===== src/rtl/mult_pkg.sv =====
// rtl/mult_pkg.sv - shared types and helpers for the pipelined multiplier
package mult_pkg;

  typedef enum logic [1:0] {
    MUL    = 2'd0,
    MULH   = 2'd1,
    MULHSU = 2'd2,
    MULHU  = 2'd3
  } mult_op_t;

  localparam int MULT_MIN_STAGES = 2;

  // Operand A is treated as signed for MULH and MULHSU.
  function automatic logic op_sign_a(input mult_op_t op);
    return (op == MULH) || (op == MULHSU);
  endfunction

  // Operand B is treated as signed for MULH only.
  function automatic logic op_sign_b(input mult_op_t op);
    return (op == MULH);
  endfunction

endpackage


===== src/rtl/mult_pipe_reg.sv =====
// rtl/mult_pipe_reg.sv - one pipeline stage: data register plus valid bit
module mult_pipe_reg #(
  parameter int WIDTH = 8
) (
  input  logic             clk,
  input  logic             reset,
  input  logic             en,
  input  logic             in_valid,
  input  logic [WIDTH-1:0] in_data,
  output logic             out_valid,
  output logic [WIDTH-1:0] out_data
);

  // Shift on enable; data only loads for valid entries so outputs stay stable across bubbles.
  always_ff @(posedge clk) begin
    if (reset) begin
      out_valid <= 1'b0;
      out_data  <= '0;
    end else if (en) begin
      out_valid <= in_valid;
      if (in_valid) begin
        out_data <= in_data;
      end
    end
  end

endmodule


===== src/rtl/mult_unit_pipelined.sv =====
// rtl/mult_unit_pipelined.sv - fully pipelined multiplier with tag passthrough and four result modes
module mult_unit_pipelined
  import mult_pkg::*;
#(
  parameter int DATA_LEN = 32,
  parameter int STAGES   = 3,
  parameter int TAG_LEN  = 4
) (
  input  logic                clk,
  input  logic                reset,
  input  logic                in_valid,
  output logic                in_ready,
  input  logic [DATA_LEN-1:0] in_a,
  input  logic [DATA_LEN-1:0] in_b,
  input  logic [1:0]          in_op,
  input  logic [TAG_LEN-1:0]  in_tag,
  output logic                out_valid,
  input  logic                out_ready,
  output logic [DATA_LEN-1:0] out_result,
  output logic [TAG_LEN-1:0]  out_tag
);

  localparam int XW  = DATA_LEN + 1;          // extended operand width
  localparam int PW  = 2 * DATA_LEN + 2;      // full signed product width
  localparam int S1W = 2 + TAG_LEN + 2 * XW;  // stage 1 payload
  localparam int MW  = 2 + TAG_LEN + PW;      // product-stage payload
  localparam int OW  = TAG_LEN + DATA_LEN;    // output payload

  if (STAGES < MULT_MIN_STAGES || DATA_LEN < 2) begin : g_bad_params
    $error("mult_unit_pipelined: STAGES must be >= 2 and DATA_LEN must be >= 2");
  end

  // One global enable: the whole pipe moves when the output slot is free or being drained.
  logic advance;
  assign advance  = out_ready | ~out_valid;
  assign in_ready = advance;

  // Stage 1: extend operands according to the signedness of the requested mode.
  mult_op_t          in_op_e;
  logic [XW-1:0]     a_ext;
  logic [XW-1:0]     b_ext;
  logic              s1_valid;
  logic [S1W-1:0]    s1_data;

  assign in_op_e = mult_op_t'(in_op);
  assign a_ext   = {op_sign_a(in_op_e) & in_a[DATA_LEN-1], in_a};
  assign b_ext   = {op_sign_b(in_op_e) & in_b[DATA_LEN-1], in_b};

  mult_pipe_reg #(.WIDTH(S1W)) u_stage1 (
    .clk       (clk),
    .reset     (reset),
    .en        (advance),
    .in_valid  (in_valid),
    .in_data   ({in_op, in_tag, a_ext, b_ext}),
    .out_valid (s1_valid),
    .out_data  (s1_data)
  );

  // Product between stage 1 and the next register; sign-extending both
  // operands to PW bits makes the truncated PW-bit product exact.
  logic [1:0]        s1_op;
  logic [TAG_LEN-1:0] s1_tag;
  logic [XW-1:0]     s1_a;
  logic [XW-1:0]     s1_b;
  logic [PW-1:0]     a_wide;
  logic [PW-1:0]     b_wide;
  logic [PW-1:0]     prod;
  logic [MW-1:0]     prod_data;

  assign s1_op     = s1_data[S1W-1 -: 2];
  assign s1_tag    = s1_data[2*XW +: TAG_LEN];
  assign s1_a      = s1_data[XW +: XW];
  assign s1_b      = s1_data[0 +: XW];
  assign a_wide    = {{(PW-XW){s1_a[XW-1]}}, s1_a};
  assign b_wide    = {{(PW-XW){s1_b[XW-1]}}, s1_b};
  assign prod      = a_wide * b_wide;
  assign prod_data = {s1_op, s1_tag, prod};

  // Retiming registers for the product (none when STAGES is 2).
  logic [MW-1:0] sel_data;
  logic          sel_valid;

  if (STAGES == 2) begin : g_no_retime
    assign sel_data  = prod_data;
    assign sel_valid = s1_valid;
  end else begin : g_retime
    logic [MW-1:0] rt_data  [STAGES-2];
    logic          rt_valid [STAGES-2];

    for (genvar i = 0; i < STAGES - 2; i++) begin : g_stage
      if (i == 0) begin : g_first
        mult_pipe_reg #(.WIDTH(MW)) u_rt (
          .clk       (clk),
          .reset     (reset),
          .en        (advance),
          .in_valid  (s1_valid),
          .in_data   (prod_data),
          .out_valid (rt_valid[i]),
          .out_data  (rt_data[i])
        );
      end else begin : g_next
        mult_pipe_reg #(.WIDTH(MW)) u_rt (
          .clk       (clk),
          .reset     (reset),
          .en        (advance),
          .in_valid  (rt_valid[i-1]),
          .in_data   (rt_data[i-1]),
          .out_valid (rt_valid[i]),
          .out_data  (rt_data[i])
        );
      end
    end

    assign sel_data  = rt_data[STAGES-3];
    assign sel_valid = rt_valid[STAGES-3];
  end

  // Final stage: pick the low or high product word.
  mult_op_t          sel_op;
  logic [TAG_LEN-1:0] sel_tag;
  logic [PW-1:0]     sel_prod;
  logic [DATA_LEN-1:0] sel_word;
  logic [OW-1:0]     fin_data;
  logic              unused_prod_hi;

  assign sel_op         = mult_op_t'(sel_data[MW-1 -: 2]);
  assign sel_tag        = sel_data[PW +: TAG_LEN];
  assign sel_prod       = sel_data[PW-1:0];
  assign sel_word       = (sel_op == MUL) ? sel_prod[DATA_LEN-1:0]
                                          : sel_prod[2*DATA_LEN-1:DATA_LEN];
  assign unused_prod_hi = ^sel_prod[PW-1:2*DATA_LEN];

  mult_pipe_reg #(.WIDTH(OW)) u_final (
    .clk       (clk),
    .reset     (reset),
    .en        (advance),
    .in_valid  (sel_valid),
    .in_data   ({sel_tag, sel_word}),
    .out_valid (out_valid),
    .out_data  (fin_data)
  );

  assign out_tag    = fin_data[DATA_LEN +: TAG_LEN];
  assign out_result = fin_data[DATA_LEN-1:0];

endmodule


===== config.mk =====
export PLATFORM = sky130hd
export DESIGN_NAME = mult_unit_pipelined
export DESIGN_NICKNAME = d
export VERILOG_FILES = /design/src/rtl/mult_pkg.sv /design/src/rtl/mult_pipe_reg.sv /design/src/rtl/mult_unit_pipelined.sv
export SDC_FILE = /design/constraint.sdc
export NUM_CORES = 2
export LEC_CHECK = 0
export ABC_CLOCK_PERIOD_IN_PS = 9800
export CAP_MARGIN = 20
export CORE_UTILIZATION = 60
export CTS_BUF_LIST = sky130_fd_sc_hd__clkbuf_4 sky130_fd_sc_hd__clkbuf_8
export CTS_CLUSTER_SIZE = 14
export DETAILED_ROUTE_END_ITERATION = 7
export PLACE_DENSITY = 0.89
export SLEW_MARGIN = 20
export SYNTH_ARGS = -nofsm -noshare
export SYNTH_HDL_FRONTEND = slang
export SYNTH_SLANG_ARGS = --single-unit

===== constraint.sdc =====
create_clock -name clk -period 9.8 [get_ports clk]
set_input_delay 1.96 -clock clk [delete_from_list [all_inputs] [get_ports clk]]
set_output_delay 1.96 -clock clk [all_outputs]
set_load 0.01 [all_outputs]

==> impl_metrics.csv <==
group,metric,value,unit
status,status,"finished, final reports clean",
finish,fillCellCount,5587,
floorplanning,initial_utilization,61.1,%
power_and_ir_drop,vdd_drop_max,0.112,mV
logic_synthesis,synth_seq_cells,181,
clock_tree,cts_made_buffers,17,
clock_tree,clkSinkCount,181,
floorplanning,die_area,0.0760,mm²
logic_synthesis,synth_area_leaders,"fa_1 (50%), inv_1 (9.2%), dfxtp_1 (8.1%)",
worst_setup_path,cpMostUsedCell,"fa_1",
timing,maxClockFrequency,0.112,GHz
logic_synthesis,yosysTopAreaCellShare,50.1,%
logic_synthesis,avgSynthCellArea,9.01,µm²
finish,nets,6324,
timing,finClkSkew,0.0480,ns
global_routing,grt_max_degree,74,
floorplanning,die_y,276,µm
floorplanning,coreArea,0.0736,mm²
floorplanning,rows,99,
finish,syn2layout_area_growth,5.19,%
finish,register_area,0.00364,mm²
floorplanning,io-pin-count,112,
clock_tree,cts_setup_buffers,0,
floorplanning,die_x,276,µm
power_and_ir_drop,power.density,86.1,mW/mm²
worst_setup_path,startpoint_type,"flop",
timing,min_period,8.96,ns
place,gp_congestion,0.938,
timing,rsz0062_at_grt,"no",
logic_synthesis,yosysSeqAreaShare,8.07,%
timing,slew_headroom,18.8,%
timing,hold_viol,0,
logic_synthesis,yosysUniqueCellTypes,69,
global_routing,first_global_vias,38400,
place,dp_hpwl,98200,µm
logic_synthesis,synthFlopType,"dfxtp_1",
worst_setup_path,path_class,"reg2reg",
worst_setup_path,worst-path-buf-inv,7,
worst_setup_path,cp-end-kind,"flop",
worst_setup_path,worstPathRequired,10.26,ns
global_routing,antenna_found_initial,3,
worst_setup_path,cpPeakStageDelay,1.01,ns
power_and_ir_drop,p_leak,23.7,nW
clock_tree,worstSkewPairLatency,0.63,ns
clock_tree,cts-resized-gates,0,
logic_synthesis,syn-instance-count,4986,
route,ant_nets,0,
logic_synthesis,syn-num-nets,6398,
clock_tree,htreeDepth,4,
timing,tns,0,ns
worst_setup_path,slowest_stage,"dfxtp_1",
route,route.detailed.wl_per_inst,20.4,µm
finish,multi_input_area,0.0361,mm²
clock_tree,clock_path_buffers,2,
clock_tree,cts_hold_buf,0,
power_and_ir_drop,power,4.07,mW
route,via_per_inst,5.77,
timing,setup_violations,0,
flow_run,max_cap_violations,0,
worst_setup_path,arrival,9.43,ns
finish,drive_gt1_share,3.19,%
clock_tree,root_buffer,"clkbuf_8",
logic_synthesis,synth_async_sr_flop_share,0,%
global_routing,grt_pass1_wl,197000,µm
global_routing,grt_usage,33.9,%
route,first_pass_iters,6,
worst_setup_path,path_max_fanout,23,
route,route.detailed.drc,0,
logic_synthesis,yosysMostFrequentCell,"fa_1",
route,num_vias,34000,
timing,tightest_slew,1.22,ns
timing,fin_crit_sh,91.5,%
logic_synthesis,synthesis.area,0.0449,mm²
clock_tree,clk_pin_slew,0.14,ns
logic_synthesis,synth_area_leader_cell,"fa_1",
timing,maxSlewViolCount,0,
route,drt_wl_total,120000,µm
logic_synthesis,synth_warnings,0,
place,portBuffers,111,
global_routing,overflow,0,
clock_tree,cts_tree,"yes",
timing,whs,0.457,ns
logic_synthesis,synth-edff-count,0,
route,first_iter_violations,2888,
logic_synthesis,synth_commonest_cells,"fa_1 (1125), inv_1 (1103), nand2_1 (833)",
worst_setup_path,critPathTopFamily,"adder cells",
hold_path,hold_path_class,"reg2reg",
[logic make-up (layout without fill, tap and decap cells)]
kind of cell / count (synthesis) / after routing / synth area share [%]
AO/OA/AOI/OAI: 419 / 419 / 5.87
XOR/XNOR: 67 / 67 / 1.31
adder cells (fa/ha/maj): 1338 / 1338 / 56.1
buffers and inverters: 1397 / 1336 / 11.7
flip-flops: 181 / 181 / 8.07
multiplexers: 2 / 2 / 0.0446
other: 0 / 1 / 0
AND/OR/NAND/NOR: 1582 / 1582 / 17.0
[stage by stage]
step / worst slack [ns] / util, % / cell area (µm²) / std cells
2_1_floorplan: 1.88 / - / 44900 / 4986
4_1_cts: 0.916 / 64.2 / 47300 / 5884
6_report: 0.836 / 64.2 / 47300 / 5885
3_3_place_gp: 1.13 / 63.6 / 46800 / 5852
3_5_place_dp: 0.955 / 63.6 / 46800 / 5852
5_1_grt: 0.336 / 64.2 / 47300 / 5885
[layout by cell type (no fill, tap or decap), drive strengths merged, types with 3 or more instances in the layout]
cell type and instances:
a21oi 187, fa 1125, and3 17, o211ai 9, a221oi 3, nand3 24
a2111oi 5, a311oi 32, o31ai 4, xor2 28, nand3b 3, a21o 41
o21a 9, dfxtp 181, clkdlybuf4s50 110, or3 4, nor4 3, inv 1109
nor3b 5, xnor2 39, o22ai 3, clkinv 6, nor3 13, and2 543
a211o 3, buf 91, o21bai 7, nor2 70, nand2 833, nand4 15
nand2b 12, o21ai 77, a31oi 9, clkbuf 18, nor2b 32, a211oi 8
ha 213, or4 3
[routing by layer]
metal	wire length [µm]	up-vias	GRT usage, %	share of wire (%)
li1	-	14400	-	-
met1	41500	17100	39.2	35
met2	59700	1860	57.9	50
met3	10500	578	6.70	8.7
met4	8400	0	20.8	7.0
met5	0	-	0	0
[worst register-to-register path, cell delays in order, from the launching register on]
cell and delay (ns):
dfxtp_1 1.01, nand2_1 0.23, inv_1 0.19, fa_1 0.41, inv_1 0.24, fa_1 0.22
inv_1 0.08, fa_1 0.89, inv_1 0.23, fa_1 0.62, inv_1 0.50, fa_1 0.56
fa_1 0.57, inv_1 0.06, fa_1 0.45, fa_1 0.49, inv_1 0.04, ha_1 0.38
a21o_1 0.22, a21o_1 0.17, a21o_1 0.16, a21oi_1 0.13, nor2b_1 0.06, o21ai_0 0.16
o211ai_1 0.14, a221oi_2 0.36, xnor2_1 0.17, a21oi_1 0.08
[layout make-up]
| class | count | share of cell area [%] |
|---|---|---|
| repair buffers | 201 | 3.78 |
| flip-flops and latches | 181 | 7.69 |
| inverters | 1103 | 8.76 |
| diodes | 1 | 0.00530 |
| multi-input cells | 3408 | 76.3 |
| clock inverters | 14 | 0.392 |
| well taps | 959 | 2.54 |
| clock buffers | 18 | 0.511 |
[power by group]
part           switching, mW  internal, mW
clock network          0.388         0.220
registers              0.136         0.803
logic                   1.56         0.965
total                   2.08          1.99
[registers in the layout, summed over array words and instances (netlist names)]
signal / flops
u_stage1.out_data: 72
u_final.out_data: 36
g_retime.g_stage.g_first.u_rt.out_valid: 1
g_retime.g_stage.g_first.u_rt.out_data: 70
u_final.out_valid: 1
u_stage1.out_valid: 1
[worst paths after layout]
kind / from / to / slack (ns) / cells after the start
max: u_stage1.out_data[65] / g_retime.g_stage[0].g_first.u_rt.out_data[63] / 0.84 / 27
min: g_retime.g_stage[0].g_first.u_rt.out_data[43] / g_retime.g_stage[0].g_first.u_rt.out_data[43] / 0.46 / 2
max reg2reg: u_stage1.out_data[65] / g_retime.g_stage[0].g_first.u_rt.out_data[63] / 0.84 / 27
min reg2reg: g_retime.g_stage[0].g_first.u_rt.out_data[43] / g_retime.g_stage[0].g_first.u_rt.out_data[43] / 0.46 / 2
Note: power is estimated with default switching activity, not from simulation.
